--- config.mk ---
export PLATFORM = sky130hd
export DESIGN_NAME = multicycle_control
export DESIGN_NICKNAME = d
export VERILOG_FILES = /design/src/rtl/multicycle_control.sv
export SDC_FILE = /design/constraint.sdc
export NUM_CORES = 1
export LEC_CHECK = 0
export ABC_AREA = 1
export CAP_MARGIN = 20
export CORE_MARGIN = 2
export CORE_UTILIZATION = 42
export CTS_CLUSTER_DIAMETER = 30
export CTS_CLUSTER_SIZE = 30
export DETAILED_ROUTE_END_ITERATION = 8
export PLACE_DENSITY = 0.77
export SLEW_MARGIN = 20
export SYNTH_ARGS = -nofsm -noshare
export SYNTH_HDL_FRONTEND = slang
export SYNTH_SLANG_ARGS = --single-unit
--- constraint.sdc ---
create_clock -name clock -period 1.7 [get_ports clock]
set_clock_uncertainty 0.15 [all_clocks]
set_input_delay 0.17 -clock clock [delete_from_list [all_inputs] [get_ports clock]]
set_output_delay 0.17 -clock clock [all_outputs]
set_load 0.005 [all_outputs]
--- src/rtl/multicycle_control.sv ---
// ============================================================================
// multicycle_control
// ----------------------------------------------------------------------------
// Moore control FSM for the multicycle MIPS datapath. Decodes opcode/funct
// from the instruction register and steps FETCH -> DECODE -> class-specific
// execute states, driving every mux select and write strobe in the datapath.
//
// Parameters:
//   HALT_ON_ILLEGAL : 1 = unknown opcode/funct parks the FSM in HALT until
//                     reset; 0 = it falls back to FETCH as a no-op.
//
// Optional feature macro:
//   BNE_SUPPORT_EN  : when defined, opcode 000101 (bne) shares the BRANCH
//                     state with beq and takes the branch on ~zero.
//
// Ports:
//   clock, reset        : clock (posedge) and async active-high reset
//   instr[31:0]         : IR contents; only [31:26] and [5:0] are decoded
//   zero                : ALU result == 0, used by the branch states
//   PCWrite, IorD, IRWrite, memWrite, memToReg, regDst, jump,
//   regWriteEnable, ALUSrcA, ALUSrcB[1:0], ALUControl[4:0], PCSrc[1:0]
//                       : datapath controls
//   branchEnable, jumpReg, state[3:0] : observability outputs
// ============================================================================
module multicycle_control #(
    parameter bit HALT_ON_ILLEGAL = 1'b0
) (
    input  logic        clock,
    input  logic        reset,
    input  logic [31:0] instr,
    input  logic        zero,
    output logic        PCWrite,
    output logic        IorD,
    output logic        IRWrite,
    output logic        memWrite,
    output logic        memToReg,
    output logic        regDst,
    output logic        jump,
    output logic        regWriteEnable,
    output logic        ALUSrcA,
    output logic [1:0]  ALUSrcB,
    output logic [4:0]  ALUControl,
    output logic [1:0]  PCSrc,
    output logic        branchEnable,
    output logic        jumpReg,
    output logic [3:0]  state
);

    typedef enum logic [3:0] {
        FETCH  = 4'd0,  DECODE = 4'd1,  MEMADR = 4'd2,  MEMRD  = 4'd3,
        MEMWB  = 4'd4,  MEMWR  = 4'd5,  RTEX   = 4'd6,  RTWB   = 4'd7,
        BRANCH = 4'd8,  ADDIEX = 4'd9,  ADDIWB = 4'd10, JUMP   = 4'd11,
        JALX   = 4'd12, JALW   = 4'd13, JR     = 4'd14, HALT   = 4'd15
    } stateT;

    typedef struct packed {
        logic       pcWrite;
        logic       iorD;
        logic       irWrite;
        logic       memWrite;
        logic       memToReg;
        logic       regDst;
        logic       jump;
        logic       regWrite;
        logic       aluSrcA;
        logic [1:0] aluSrcB;
        logic [4:0] aluControl;
        logic [1:0] pcSrc;
        logic       branchEnable;
        logic       jumpReg;
    } ctrlT;

    localparam logic [4:0] ALU_ADD   = 5'b00010;
    localparam logic [4:0] ALU_SUB   = 5'b00110;
    localparam logic [4:0] ALU_AND   = 5'b00000;
    localparam logic [4:0] ALU_OR    = 5'b00001;
    localparam logic [4:0] ALU_SLT   = 5'b00111;
    localparam logic [4:0] ALU_PASSA = 5'b01000;

    localparam logic [5:0] OP_RTYPE = 6'b000000;
    localparam logic [5:0] OP_LW    = 6'b100011;
    localparam logic [5:0] OP_SW    = 6'b101011;
    localparam logic [5:0] OP_BEQ   = 6'b000100;
    localparam logic [5:0] OP_ADDI  = 6'b001000;
    localparam logic [5:0] OP_J     = 6'b000010;
    localparam logic [5:0] OP_JAL   = 6'b000011;
    localparam logic [5:0] FN_JR    = 6'b001000;
`ifdef BNE_SUPPORT_EN
    localparam logic [5:0] OP_BNE   = 6'b000101;
`endif

    stateT      curState;
    stateT      nextState;
    stateT      illegalTarget;
    ctrlT       ctrlReg;
    ctrlT       ctrlNext;
    logic [5:0] opcode;
    logic [5:0] funct;
    logic [4:0] functAlu;
    logic       functLegal;
    logic       branchTaken;
    logic       unusedInstrBits;
`ifdef BNE_SUPPORT_EN
    logic       bneFlag;
`endif

    assign opcode          = instr[31:26];
    assign funct           = instr[5:0];
    assign unusedInstrBits = ^instr[25:6];
    assign illegalTarget   = HALT_ON_ILLEGAL ? HALT : FETCH;

    // Control word for a given state; RTEX is the only state whose word
    // depends on the instruction (ALU operation chosen from funct).
    function automatic ctrlT ctrlFor(input stateT s, input logic [4:0] rtAlu);
        ctrlT c;
        c            = '0;
        c.aluControl = ALU_ADD;
        case (s)
            FETCH:  begin c.irWrite = 1'b1; c.pcWrite = 1'b1; c.aluSrcB = 2'b01; end
            DECODE: begin c.aluSrcB = 2'b11; end
            MEMADR: begin c.aluSrcA = 1'b1; c.aluSrcB = 2'b10; end
            MEMRD:  begin c.iorD = 1'b1; end
            MEMWB:  begin c.memToReg = 1'b1; c.regWrite = 1'b1; end
            MEMWR:  begin c.iorD = 1'b1; c.memWrite = 1'b1; end
            RTEX:   begin c.aluSrcA = 1'b1; c.aluControl = rtAlu; end
            RTWB:   begin c.regDst = 1'b1; c.regWrite = 1'b1; end
            BRANCH: begin
                c.aluSrcA      = 1'b1;
                c.aluControl   = ALU_SUB;
                c.branchEnable = 1'b1;
                c.pcSrc        = 2'b01;
            end
            ADDIEX: begin c.aluSrcA = 1'b1; c.aluSrcB = 2'b10; end
            ADDIWB: begin c.regWrite = 1'b1; end
            JUMP:   begin c.pcSrc = 2'b10; c.pcWrite = 1'b1; end
            JALX:   begin c.aluControl = ALU_PASSA; end
            JALW:   begin
                c.jump     = 1'b1;
                c.regWrite = 1'b1;
                c.pcSrc    = 2'b10;
                c.pcWrite  = 1'b1;
            end
            JR:     begin c.jumpReg = 1'b1; c.pcSrc = 2'b11; c.pcWrite = 1'b1; end
            default: ;
        endcase
        return c;
    endfunction

    // R-type funct decode: ALU operation plus a legality flag for RTEX exit.
    always_comb begin
        functAlu   = ALU_ADD;
        functLegal = 1'b1;
        case (funct)
            6'b100000: functAlu = ALU_ADD;
            6'b100010: functAlu = ALU_SUB;
            6'b100100: functAlu = ALU_AND;
            6'b100101: functAlu = ALU_OR;
            6'b101010: functAlu = ALU_SLT;
            default:   functLegal = 1'b0;
        endcase
    end

    // Next-state selection; instr is only consulted in DECODE, MEMADR, RTEX.
    always_comb begin
        nextState = FETCH;
        case (curState)
            FETCH:  nextState = DECODE;
            DECODE: begin
                case (opcode)
                    OP_LW, OP_SW: nextState = MEMADR;
                    OP_RTYPE:     nextState = (funct == FN_JR) ? JR : RTEX;
                    OP_BEQ:       nextState = BRANCH;
`ifdef BNE_SUPPORT_EN
                    OP_BNE:       nextState = BRANCH;
`endif
                    OP_ADDI:      nextState = ADDIEX;
                    OP_J:         nextState = JUMP;
                    OP_JAL:       nextState = JALX;
                    default:      nextState = illegalTarget;
                endcase
            end
            MEMADR: nextState = (opcode == OP_SW) ? MEMWR : MEMRD;
            MEMRD:  nextState = MEMWB;
            RTEX:   nextState = functLegal ? RTWB : illegalTarget;
            ADDIEX: nextState = ADDIWB;
            JALX:   nextState = JALW;
            HALT:   nextState = HALT;
            default: nextState = FETCH;
        endcase
    end

    // Outputs are registered by decoding the state about to be entered.
    always_comb begin
        ctrlNext = ctrlFor(nextState, functAlu);
    end

    // State, registered control word and the bne flag latched in DECODE.
    always_ff @(posedge clock or posedge reset) begin
        if (reset) begin
            curState <= FETCH;
            ctrlReg  <= ctrlFor(FETCH, ALU_ADD);
`ifdef BNE_SUPPORT_EN
            bneFlag  <= 1'b0;
`endif
        end else begin
            curState <= nextState;
            ctrlReg  <= ctrlNext;
`ifdef BNE_SUPPORT_EN
            if (curState == DECODE) begin
                bneFlag <= (opcode == OP_BNE);
            end
`endif
        end
    end

`ifdef BNE_SUPPORT_EN
    assign branchTaken = zero ^ bneFlag;
`else
    assign branchTaken = zero;
`endif

    // zero arrives combinationally from the ALU during BRANCH, so the branch
    // PC enable cannot be registered; write strobes are masked while in reset
    // so the FETCH word still drives all selects.
    assign PCWrite        = ~reset & (ctrlReg.pcWrite | (ctrlReg.branchEnable & branchTaken));
    assign IRWrite        = ~reset & ctrlReg.irWrite;
    assign memWrite       = ~reset & ctrlReg.memWrite;
    assign regWriteEnable = ~reset & ctrlReg.regWrite;
    assign IorD           = ctrlReg.iorD;
    assign memToReg       = ctrlReg.memToReg;
    assign regDst         = ctrlReg.regDst;
    assign jump           = ctrlReg.jump;
    assign ALUSrcA        = ctrlReg.aluSrcA;
    assign ALUSrcB        = ctrlReg.aluSrcB;
    assign ALUControl     = ctrlReg.aluControl;
    assign PCSrc          = ctrlReg.pcSrc;
    assign branchEnable   = ctrlReg.branchEnable;
    assign jumpReg        = ctrlReg.jumpReg;
    assign state          = curState;

endmodule

# After elaboration in Yosys (flattened, before gate mapping)
# Index checks and enable logic that the tools add are counted.
totals:
  register_bits: 24
  latchBits: 0
  mem_bits_rw: 0
  romBits: 0
  in_bits: 35
  output_inout_bits: 24
  word_cells: 87
  n_memories: 0
op_classes:
  add_sub_neg: 0
  mul: 0
  n_div: 0
  order_cmp: 0
  eq_ne: 33
  n_shift: 0
  muxes: 21
  n_bitwise: 7
  n_reduce_logical: 11
ops:
  columns: ["cell", "count"]
  rows:
  - ["6-bit == test (second input constant)", 7]
  - ["4-bit == test (second input constant)", 10]
  - ["4-bit one-hot mux with 8 select lines", 1]
  - ["4-bit one-hot mux with 6 select lines", 1]
  - ["4-bit by 3-bit == test with 1-bit output (second input constant)", 5]
  - ["4-bit by 2-bit == test with 1-bit output (second input constant)", 4]
  - ["5-bit one-hot mux with 3 select lines", 1]
  - ["6-bit by 2-bit == test with 1-bit output (second input constant)", 2]
  - ["6-bit by 4-bit == test with 1-bit output (second input constant)", 2]
  - ["1-bit 2-to-1 mux", 12]
  - ["2-bit one-hot mux with 3 select lines", 2]
  - ["3-bit one-hot mux with 4 select lines", 1]
  - ["4-bit OR reduction", 3]
  - ["4-bit by 1-bit == test with 1-bit output (second input constant)", 2]
  - ["4-bit logical NOT", 2]
  - ["2-bit OR reduction", 4]
  - ["6-bit by 3-bit == test with 1-bit output (second input constant)", 1]
  - ["6-bit logical NOT", 1]
  - ["3-bit 2-to-1 mux", 2]
  - ["1-bit bitwise AND", 5]
  - ["5-bit OR reduction", 1]
  - ["4-bit 2-to-1 mux", 1]
  - ["1-bit NOT", 1]
  - ["1-bit OR", 1]

# Longest topological paths before layout
# Gate-level depths: netlist of run 1.
depth:
  ltp_word: 8
  depth_mapped: 12
  depth_no_buf: 12

# Least setup slack after synthesis of run 1
# Ideal clock, no wire load.
synth_path:
  kind: "register -> register"
  startpoint: "register curState[0], in the netlist state[0]"
  endpoint: "register ctrlReg (netlist bit PCSrc[0])"
  setup_ps: 128
  arrival_ps: 1299
  required_ps: 1422
  path_slack_ps: 123
  stages_incl_launch_ff: 11
  path_buffers: 0
  period_less_slack_ps: 1577
  cell_sequence: "dfrtp_1 inv_2 nand2_2 nor3_2 nand2_4 nand2_2 nor2_4 nand2_1 inv_1 nand2_1 o21ai_0"
synth_rtl:
  columns: ["item", "line", "text"]
  rows:
  - ["start: declaration", "92", "stateT curState;"]
  - ["start signal: assignment", "206", "curState <= nextState;"]
  - ["end signal: assignment", "201", "ctrlReg <= ctrlFor(FETCH, ALU_ADD);"]
  - ["end signal: assignment", "207", "ctrlReg <= ctrlNext;"]
  - ["end: declaration", "95", "ctrlT ctrlReg;"]

==> metrics.md, run 1 <==
| Metric | Value |
|---|---|
| Vias in the first global route | `1170` |
| Die X | `61.5 um` |
| Worst Reg-to-Reg Cells | `9` |
| Synth cell types | `25` |
| Initial antenna violation count | `0` |
| Compound-Gate Fraction of Synth Area | `3.88%` |
| Share of layout cells above drive strength 1 | `37.6%` |
| Failing checks | `negative setup slack` |
| Ports | `59` |
| Layout filler cell count | `282` |
| Register Area | `584 um^2` |
| Synth Cell Area | `1390 um^2` |
| GRT overflow | `0` |
| CTS root buf | `clkbuf_4` |
| XOR/XNOR Fraction of Synth Area | `0%` |
| HPWL after DPL | `about 2300 um` |
| Min Clock Period, post-route | `1760 ps` |
| DIE HEIGHT | `approximately 61 um` |
| Peak supply drop | `0.000415 V` |
| Setup violators final | `7` |
| Static leakage | `1.08 nW` |
| Crit path cell chain | `buf_6 -> nand4_1 -> nand2_1 -> a21oi_4 -> nand3_4 -> nor2_2 -> nand2_1 -> nand2_1 -> nand3_2` |
| Routed length per instance | `between 10 and 15 um` |
| 1st-iter DRT viols | `30` |
| Final core utilization | `66.5%` |
| Num rows | `20` |
| Register area share after synthesis | `41.8%` |
| Setup WS post-layout | `-62.4 ps` |
| First-pass GRT wire length | `4740 um` |
| Port Buffers | `37` |
| Worst Hold Class | `in2async` |
| Sw Share | `~39%` |
| Synth-to-Final Area Change | `48.6%` |
| Post-Route WL | `3100 um` |
| Max Cap Violations | `0` |
| Std-Cell Core Area | `3100 um^2` |
| Startpoint Class | `register` |
| Largest net degree at the start of global routing | `24` |
| CTS Buf Count | `3` |
| Final ANT Viol Nets | `0` |
| Syn Nets | `~220` |
| DRC Markers | `0` |
| CP Class | `reg2reg` |
| CTS tree | `done` |
| Flop pwr share | `33.7%` |
| # diodes | `0` |
| Final max-slew violation count | `0` |
| Clk pwr share | `a little over a tenth` |
| Comb power frac | `between 50 and 60%` |
| Seq cells post-synth | `23` |
| Pwr Density | `1080 nW/um^2` |
| Largest family of logic cells by synthesized area | `simple AND/OR/NAND/NOR gates` |
| Clock sinks | `23` |
| Crit. End Element | `register` |
| NetSw | `between 0.8 and 0.9 mW` |
| Vias/cell | `4.77` |
| Final Wtd Congestion | `roughly 0.83` |
| Max H-tree Level | `1` |
| Ys Warns | `0` |
| Hold Slack | `156 ps` |
| Simple-gate area share of the yosys netlist | `between 40% and 50%` |
| Worst EP required | `~1800 ps` |
| Mux share of post-synthesis cell area | `0%` |
| Area taken by multi-input logic gates | `about 750 um^2` |
| Tot GR Track Use | `16.6%` |
| Critical path's largest stage delay | `460 ps` |
| CP arrival | `1850 ps` |
| NumNets Final | `around 270` |
| Final Hold Fails | `0` |
| Die area | `3780 um^2` |
| Pint | `between 1 and 1.5 mW` |
| Synth Area in Adders | `0%` |
| Tcrit/Tclk final | `104%` |
| Clk Latency, worst-skew pair | `300 ps` |
| CTS Buffer Depth | `2` |
| CP max-delay cell | `dfrtp_2` |
| Most frequent cells in the layout | `35 x clkdlybuf4s50_1, 28 x nand2_1, 23 x nor2_1, 20 x inv_1, 19 x buf_4` |
| Commonest non-fill, non-tap cell in the layout | `clkdlybuf4s50_1` |
| Avg Cell Area, Syn | `7.54 um^2` |
| Fmax | `567 MHz` |
| Post-CTS Hold Buffers | `0` |
| Clk slew on worst S/H paths | `110 ps` |
| Starting Density | `44.7%` |
| RSZ-0062 raised after global routing | `yes` |
| DRT Pass-1 Iters | `4` |
| Crit-path most repeated cell | `nand2_1` |
| Crit path max fanout | `5` |
| Routed vias | `1340` |
| R2R Setup Slk | `-60 ps` |
| Synth Instances | `184` |
| Status | `finished, violations left` |
registers in the layout (all words and copies together), names as in the netlist:
name / count
jumpReg: 1
branchEnable: 1
ALUControl: 4
IorD: 1
state: 4
ALUSrcB: 2
jump: 1
ctrlReg: 4
regDst: 1
PCSrc: 2
memToReg: 1
ALUSrcA: 1
critical path, delay by kind of cell, from the launching register on:
family / cells / cell delay (ps)
buffers and inverters: 1 / 130
AO/OA/AOI/OAI: 1 / 180
flip-flops: 1 / 460
AND/OR/NAND/NOR: 7 / 780
layout make-up:
type | count | area share [%]
clock buffer | 4 | 1.27
sequential | 23 | 28.3
inverter | 29 | 5.40
tap | 44 | 2.67
timing repair buffer | 58 | 25.8
multi-input combinational | 123 | 36.5
power groups by stage:
stage               Combinational (mW)  Clock [mW]  Sequential (mW)
floorplan                        0.574           0            0.756
global placement                 0.954           0            0.759
detailed placement               0.966           0            0.760
CTS                               1.03       0.238            0.750
global route                      1.34       0.264            0.757
finish                            1.23       0.239            0.747
final timing paths:
kind / from / endpoint
worst max-delay path: state[1] / ALUControl[1]
worst min-delay path: reset / jump
worst max register to register: state[1] / ALUControl[1]
worst min register to register: state[0] / memToReg
max in group asynchronous: reset / ALUControl[1]
min in group clock: instr[0] / ALUControl[0]
timing repair:
| item | CTS | global route |
|---|---|---|
| setup endpoints to repair | 8 | 12 |
| buffers inserted | 1 | 6 |
| pin swaps | 2 | 12 |
| resized for setup | 12 | 34 |
metal layers:
layer	wire length [um]	share of wire, %	vias to the layer above	GRT usage, %
met5	0	0	-	0
met3	154	5.0	2	1.26
met4	29	0.94	0	5.47
met2	1680	54	55	31.4
met1	1230	40	617	19.6
li1	-	-	666	-
logic make-up (layout without fill, tap and decap cells):
group,after synthesis,count (layout)
AOI/OAI and AO/OA,8,8
buffers and inverters,38,91
DFF,23,23
other,1,1
and+or+nand+nor,114,114
stage by stage:
stage | power [mW] | instance area [um^2] | TNS, ps | std cells | setup slack [ps]
after floorplan | 1.33 | 1390 | 0 | 184 | 123
after global placement | 1.71 | 1850 | -2290 | 270 | -298
after detailed placement | 1.73 | 1850 | -2710 | 270 | -297
after CTS | 2.02 | 1920 | -52.0 | 275 | -26.6
after global routing | 2.36 | 2060 | -872 | 281 | -139
final | 2.22 | 2060 | -237 | 281 | -62.4
synthesized netlist by cell type:
library cell	number	area [um^2]
inv_1	23	86.3
nor2_1	31	116
nor2_4	4	45.0
nand3_2	1	10.0
nand4_1	3	18.8
a21oi_1	2	10.0
a21oi_4	1	16.3
nand2_1	39	146
nand2_4	1	11.3
o21ai_1	1	5.00
conb_1	1	3.75
dfrtp_1	19	475
nand3_1	15	75.1
inv_2	6	22.5
nand2_2	6	37.5
nor3_1	2	10.0
nand4_2	2	25.0
buf_4	9	67.6
nor2_2	7	43.8
nor3_2	1	10.0
a22oi_1	1	7.51
nand3_4	1	17.5
nor4_1	1	6.26
o21ai_0	3	15.0
dfstp_2	4	105
Power figures use the tool's default switching activity.
==> inputs of run 2 (changes only) <==
--- a/config.mk
+++ b/config.mk
@@ -14,4 +14,5 @@
 export DETAILED_ROUTE_END_ITERATION = 8
 export PLACE_DENSITY = 0.77
+export SKIP_CTS_REPAIR_TIMING = 1
 export SLEW_MARGIN = 20
 export SYNTH_ARGS = -nofsm -noshare
--- a/constraint.sdc
+++ b/constraint.sdc
@@ -3,3 +3,3 @@
 set_input_delay 0.17 -clock clock [delete_from_list [all_inputs] [get_ports clock]]
 set_output_delay 0.17 -clock clock [all_outputs]
-set_load 0.005 [all_outputs]
+set_load 0.01 [all_outputs]
==> metrics.md, run 2 (same netlist as run 1, synthesis figures left out) <==
| Metric | Value |
|---|---|
| Status | `finished, violations left` |
| Failing checks | `negative setup slack` |
| Peak supply drop | `0.000474 V (+14%)` |
| Vias/cell | `4.71 (-1.3%)` |
| Setup WS post-layout | `-17.3 ps (+45.1 ps)` |
| DIE HEIGHT | `61.5 um (unchanged)` |
| Met2 Use GR | `29.8% (-1.7 points)` |
| NetSw | `0.971 mW (+13%)` |
| CP max-delay cell | `dfrtp_2` |
| CTS Buf Count | `3 (unchanged)` |
| First-pass GRT wire length | `4560 um (-3.8%)` |
| Flop pwr share | `32.6% (-1.1 points)` |
| Crit path cell chain | `inv_2 -> nor2_1 -> nand2_2 -> nand2_2 -> a21oi_4 -> nand3_4 -> nor2_4 -> nand2_1 -> nand2_1 -> nand3_2` |
| Setup WS pre-CTS | `-297 ps (unchanged)` |
| Sw Share | `41.2% (+2.5 points)` |
| Register Area | `584 um^2 (unchanged)` |
| Static leakage | `1.24 nW (+14%)` |
| Final Power | `2.36 mW (+6.4%)` |
| Min Clock Period, post-route | `1720 ps (-45.1 ps)` |
| Routed length per instance | `11.7 um (+6.3%)` |
| Starting Density | `44.7% (unchanged)` |
| Crit. End Element | `register` |
| Max Cap Violations | `0 (unchanged)` |
| Final Hold Fails | `0 (unchanged)` |
| CTS Buffer Depth | `2 (unchanged)` |
| Std-Cell Core Area | `3100 um^2 (unchanged)` |
| Tot GR Track Use | `15.9% (-0.66 points)` |
| DRT Pass-1 Iters | `5 (+1)` |
| Final ANT Viol Nets | `0 (unchanged)` |
| Dpl cell area | `1850 um^2 (unchanged)` |
| Layout filler cell count | `257 (-8.9%)` |
| Worst Reg-to-Reg Cells | `10 (+1)` |
| HPWL after DPL | `2260 um (unchanged)` |
| R2R Setup Slk | `-20 ps (+50 ps)` |
| CP Class | `reg2reg` |
| Startpoint Class | `register` |
| Area taken by multi-input logic gates | `815 um^2 (+8.3%)` |
| Clk pwr share | `9.9% (-0.9 points)` |
| Max H-tree Level | `1 (unchanged)` |
| CTS tree | `done` |
| GRT overflow | `0 (unchanged)` |
| Tcrit/Tclk final | `101% (-2.7 points)` |
| Pwr Density | `1090 nW/um^2 (+1.2%)` |
| Largest net degree at the start of global routing | `24 (unchanged)` |
| Crit path to | `ALUControl[1]` |
| Fmax | `582 MHz (+2.6%)` |
| Comb power frac | `57.5% (+2.0 points)` |
| CTS root buf | `clkbuf_4` |
| Clk Latency, worst-skew pair | `290 ps (about the same)` |
| Fin area | `2170 um^2 (+5.2%)` |
| Port Buffers | `37 (unchanged)` |
| Ports | `59 (unchanged)` |
| Reg-to-Reg Start | `state[3]` |
| CP arrival | `1800 ps (-50 ps)` |
| Busiest grt layer | `met2` |
| Worst Setup SP | `state[3]` |
| Most frequent cells in the layout | `25 x clkdlybuf4s50_1, 23 x nor2_1, 23 x nand2_1, 18 x inv_1, 18 x buf_4` |
| Vias in the first global route | `1128 (-3.6%)` |
| Clk slew on worst S/H paths | `110 ps (about the same)` |
| Setup violators final | `4 (-3)` |
| Clock sinks | `23 (unchanged)` |
| Pint | `1.39 mW (+2.1%)` |
| Worst EP required | `1780 ps (about the same)` |
| Post-Route WL | `3290 um (+6.3%)` |
| Die X | `61.5 um (unchanged)` |
| Commonest non-fill, non-tap cell in the layout | `clkdlybuf4s50_1` |
| GRT met3 Usage | `1.26% (unchanged)` |
| # diodes | `0 (unchanged)` |
| Worst R2R End | `ALUControl[1]` |
| Initial antenna violation count | `0 (unchanged)` |
| Met1 Usage GRT | `19.0% (-0.55 points)` |
| Die area | `3780 um^2 (unchanged)` |
| Share of layout cells above drive strength 1 | `40.5% (+3.0 points)` |
| 1st-iter DRT viols | `44 (+47%)` |
| DRC Markers | `0 (unchanged)` |
| Final max-slew violation count | `0 (unchanged)` |
| Routed vias | `1323 (-1.3%)` |
| Synth-to-Final Area Change | `56.3%` |
| RSZ-0062 raised after global routing | `yes` |
| Worst Hold Class | `in2reg` |
| Final Wtd Congestion | `0.835 (unchanged)` |
| Crit path max fanout | `5 (unchanged)` |
| NumNets Final | `273 (unchanged)` |
| Critical path's largest stage delay | `470 ps (about the same)` |
| Num rows | `20 (unchanged)` |
[run 2: metrics by stage]
stage	TNS, ps	util (%)	instances	hold WS [ps]
2_1_floorplan	0	-	184	19.0
3_3_place_gp	-2290	59.6	270	462
3_5_place_dp	-2710	59.6	270	459
4_1_cts	-494	60.5	274	177
5_1_grt	-745	69.9	281	188
6_report	-31.1	69.9	281	163
[run 2: worst min path at each step]
stage / startpoint / end / cells past startpoint
after floorplan: reset / ALUControl[0] / 1
after global placement: state[0] / memToReg / 2
after detailed placement: state[0] / memToReg / 2
after CTS: reset / jump / 3
after global routing: reset / jump / 3
final: instr[3] / ALUControl[0] / 4
[run 2: final cells by class]
type / count / share of cell area (%)
inverter: 29 / 5.48
timing repair buffer: 58 / 26.3
clock buffer: 4 / 1.21
tap: 44 / 2.54
sequential: 23 / 26.9
multi-input combinational: 123 / 37.6
[run 2: critical path: cells and delay by family (launching register included)]
kind | cells | cell delay, ps
AND/OR/NAND/NOR | 8 | 770
flip-flops | 1 | 470
AO/OA/AOI/OAI | 1 | 170
buffers and inverters | 1 | 100
[run 2: power groups by stage]
stage	Sequential, mW	Combinational [mW]	Clock (mW)
3_5_place_dp	0.760	1.01	0
3_3_place_gp	0.759	0.995	0
6_report	0.769	1.36	0.233
4_1_cts	0.751	1.01	0.238
2_1_floorplan	0.778	0.592	0
5_1_grt	0.780	1.46	0.265
[run 2: layer usage]
layer / wire [um] / up-vias
li1: - / 668
met1: 1240 / 610
met2: 1870 / 41
met3: 129 / 4
met4: 57 / 0
met5: 0 / -
==> inputs of run 3 (changes only) <==
Settings changed: CORE_UTILIZATION 42 to 35, CTS_CLUSTER_DIAMETER 30 to 100, HOLD_SLACK_MARGIN set to 0.1, PLACE_DENSITY 0.77 to 0.66.
==> metrics.md, run 3 (same netlist as run 1, synthesis figures left out) <==
| Metric | Value |
|---|---|
| Setup violators final | `2 (-2)` |
| NetSw | `0.940 mW (-3.2%)` |
| Vias/cell | `4.44 (-5.7%)` |
| Final Hold Fails | `0 (unchanged)` |
| Hold Path End | `ALUControl[0]` |
| Worst Hold Class | `in2reg` |
| Tot GR Track Use | `13.7% (-2.2 points)` |
| Status | `finished, violations left` |
| Num rows | `22 (+10%)` |
| Final Wtd Congestion | `0.844 (+1.1%)` |
| Hold Crit Start | `instr[0]` |
| CTS tree | `done` |
| Startpoint Class | `register` |
| RSZ-0062 raised after global routing | `yes` |
| Post-Route WL | `3120 um (-5.3%)` |
| Port Buffers | `37 (unchanged)` |
| NumNets Final | `280 (+2.6%)` |
| Flop pwr share | `31.5% (-1.1 points)` |
| WP buf/inv | `2 (+1)` |
| CTS Buf Count | `3 (unchanged)` |
| CTS Buffer Depth | `2 (unchanged)` |
| Share of layout cells above drive strength 1 | `41.0% (+0.48 points)` |
| R2R Setup Slk | `-20 ps (about the same)` |
| Setup WS pre-CTS | `-329 ps (-32.4 ps)` |
| Tcrit/Tclk final | `101% (about the same)` |
| Crit. End Element | `register` |
| Final core utilization | `58.8% (-11 points)` |
| Routed length per instance | `10.7 um (-8.9%)` |
| Largest net degree at the start of global routing | `24 (unchanged)` |
| Dpl cell area | `1900 um^2 (+2.7%)` |
| # diodes | `0 (unchanged)` |
| HPWL after DPL | `2300 um (+1.5%)` |
| Crit path max fanout | `6 (+1)` |
| Starting Density | `37.1% (-7.7 points)` |
| DRC Markers | `0 (unchanged)` |
| Worst EP required | `1690 ps (-90 ps)` |
| Vias in the first global route | `1141 (+1.2%)` |
| Pwr Density | `1100 nW/um^2 (+1.5%)` |
| Fmax | `582 MHz (about the same)` |
| Crit. path cell count | `9 (-1)` |
| Die X | `67.0 um (+8.9%)` |
| Most frequent cells in the layout | `27 x nand2_1, 26 x buf_4, 24 x clkdlybuf4s50_1, 21 x nor2_1, 19 x inv_1` |
| Kind of cell adding the most delay to the critical path | `simple AND/OR/NAND/NOR gates` |
| Std-Cell Core Area | `3740 um^2 (+21%)` |
| Commonest non-fill, non-tap cell in the layout | `nand2_1` |
| DRT Pass-1 Iters | `4 (-1)` |
| Hold Slack | `172 ps (+8.30 ps)` |
| Min Clock Period, post-route | `1720 ps (+0.485 ps)` |
| Hold depth | `5 (+1)` |
| Final max-slew violation count | `0 (unchanged)` |
| Sw Share | `38.7% (-2.5 points)` |
| CP Class | `reg2reg` |
| Routed vias | `1296 (-2.0%)` |
| Layout filler cell count | `362 (+41%)` |
| Clk pwr share | `13.0% (+3.1 points)` |
| First-pass GRT wire length | `4730 um (+3.6%)` |
| Critical path's largest stage delay | `460 ps (about the same)` |
| CTS root buf | `clkbuf_8` |
| Synth-to-Final Area Change | `58.6%` |
| Static leakage | `1.27 nW (+2.2%)` |
| Crit path cell chain | `buf_6 -> nor3_4 -> nand2_4 -> nand2_2 -> nor2_4 -> nand2_2 -> inv_1 -> nand2_2 -> o21ai_1` |
| Max H-tree Level | `1 (unchanged)` |
| Worst R2R End | `ALUControl[2]` |
| Worst Reg-to-Reg Cells | `9 (-1)` |
| Final Power | `2.43 mW (+3.1%)` |
| Comb power frac | `55.5% (-2.0 points)` |
| Pint | `1.49 mW (+7.4%)` |
| Fin area | `2200 um^2 (+1.5%)` |
| 1st-iter DRT viols | `34 (-23%)` |
| GRT overflow | `0 (unchanged)` |
| Crit-path most repeated cell | `nand2_2` |
| Max Cap Violations | `0 (unchanged)` |
| Clk slew on worst S/H paths | `70 ps (-40 ps)` |
| Peak supply drop | `0.000409 V (-14%)` |
| Clock sinks | `23 (unchanged)` |
| Clk Latency, worst-skew pair | `250 ps (-40 ps)` |
| Ports | `59 (unchanged)` |
| CP max-delay cell | `dfrtp_2` |
| Setup WS post-layout | `-17.8 ps (-0.485 ps)` |
| CP arrival | `1710 ps (-90 ps)` |
| Failing checks | `negative setup slack` |
| Reg-to-Reg Start | `state[3]` |
| Initial antenna violation count | `0 (unchanged)` |
| Die area | `4480 um^2 (+19%)` |
| DIE HEIGHT | `67.0 um (+8.9%)` |
| Final ANT Viol Nets | `0 (unchanged)` |
==> run 3: metal layers <==
metal / global-route usage, % / wire (um) / vias to the layer above
met5: 0 / 0 / -
met4: 5.36 / 15 / 0
met3: 1.52 / 129 / 2
met2: 24.0 / 1660 / 30
met1: 17.2 / 1310 / 585
li1: - / - / 679
==> run 3: area by class of cell <==
cell class	instances	area [um^2]	area share, %
repair buffers	65	619	28.1
multi-input cells	123	781	35.5
well taps	48	60.1	2.73
clock buffers	4	45.0	2.05
inverters	29	111	5.06
flip-flops and latches	23	584	26.5
==> run 3: worst reg2reg max path, cell delays in order, from the launching register on <==
cell and delay, ps:
dfrtp_2 460, buf_6 140, nor3_4 200, nand2_4 120, nand2_2 130, nor2_4 70, nand2_2 100, inv_1 70
nand2_2 100, o21ai_1 70
==> run 3: how the worst max path moves through the flow <==
stage                    endpoint  slack, ps  startpoint
floorplan                PCSrc[0]         90    state[0]
global placement         PCSrc[0]       -310    instr[5]
detailed placement       PCSrc[0]       -330    instr[5]
CTS                      PCSrc[0]       -120    state[0]
global route        ALUControl[0]       -150    state[0]
finish              ALUControl[2]        -20    state[3]
==> run 3: power by group through the flow <==
stage,sequential (mW),clock [mW],combinational [mW]
finish,0.767,0.315,1.35
CTS,0.751,0.327,1.05
global route,0.781,0.361,1.46
floorplan,0.778,0,0.592
global placement,0.760,0,1.04
detailed placement,0.759,0,1.05
==> run 3: metrics by stage <==
step	TNS [ps]	std cells
CTS	-516	284
global placement	-2550	280
detailed placement	-2750	280
global route	-959	292
floorplan	0	184
finish	-27.2	292
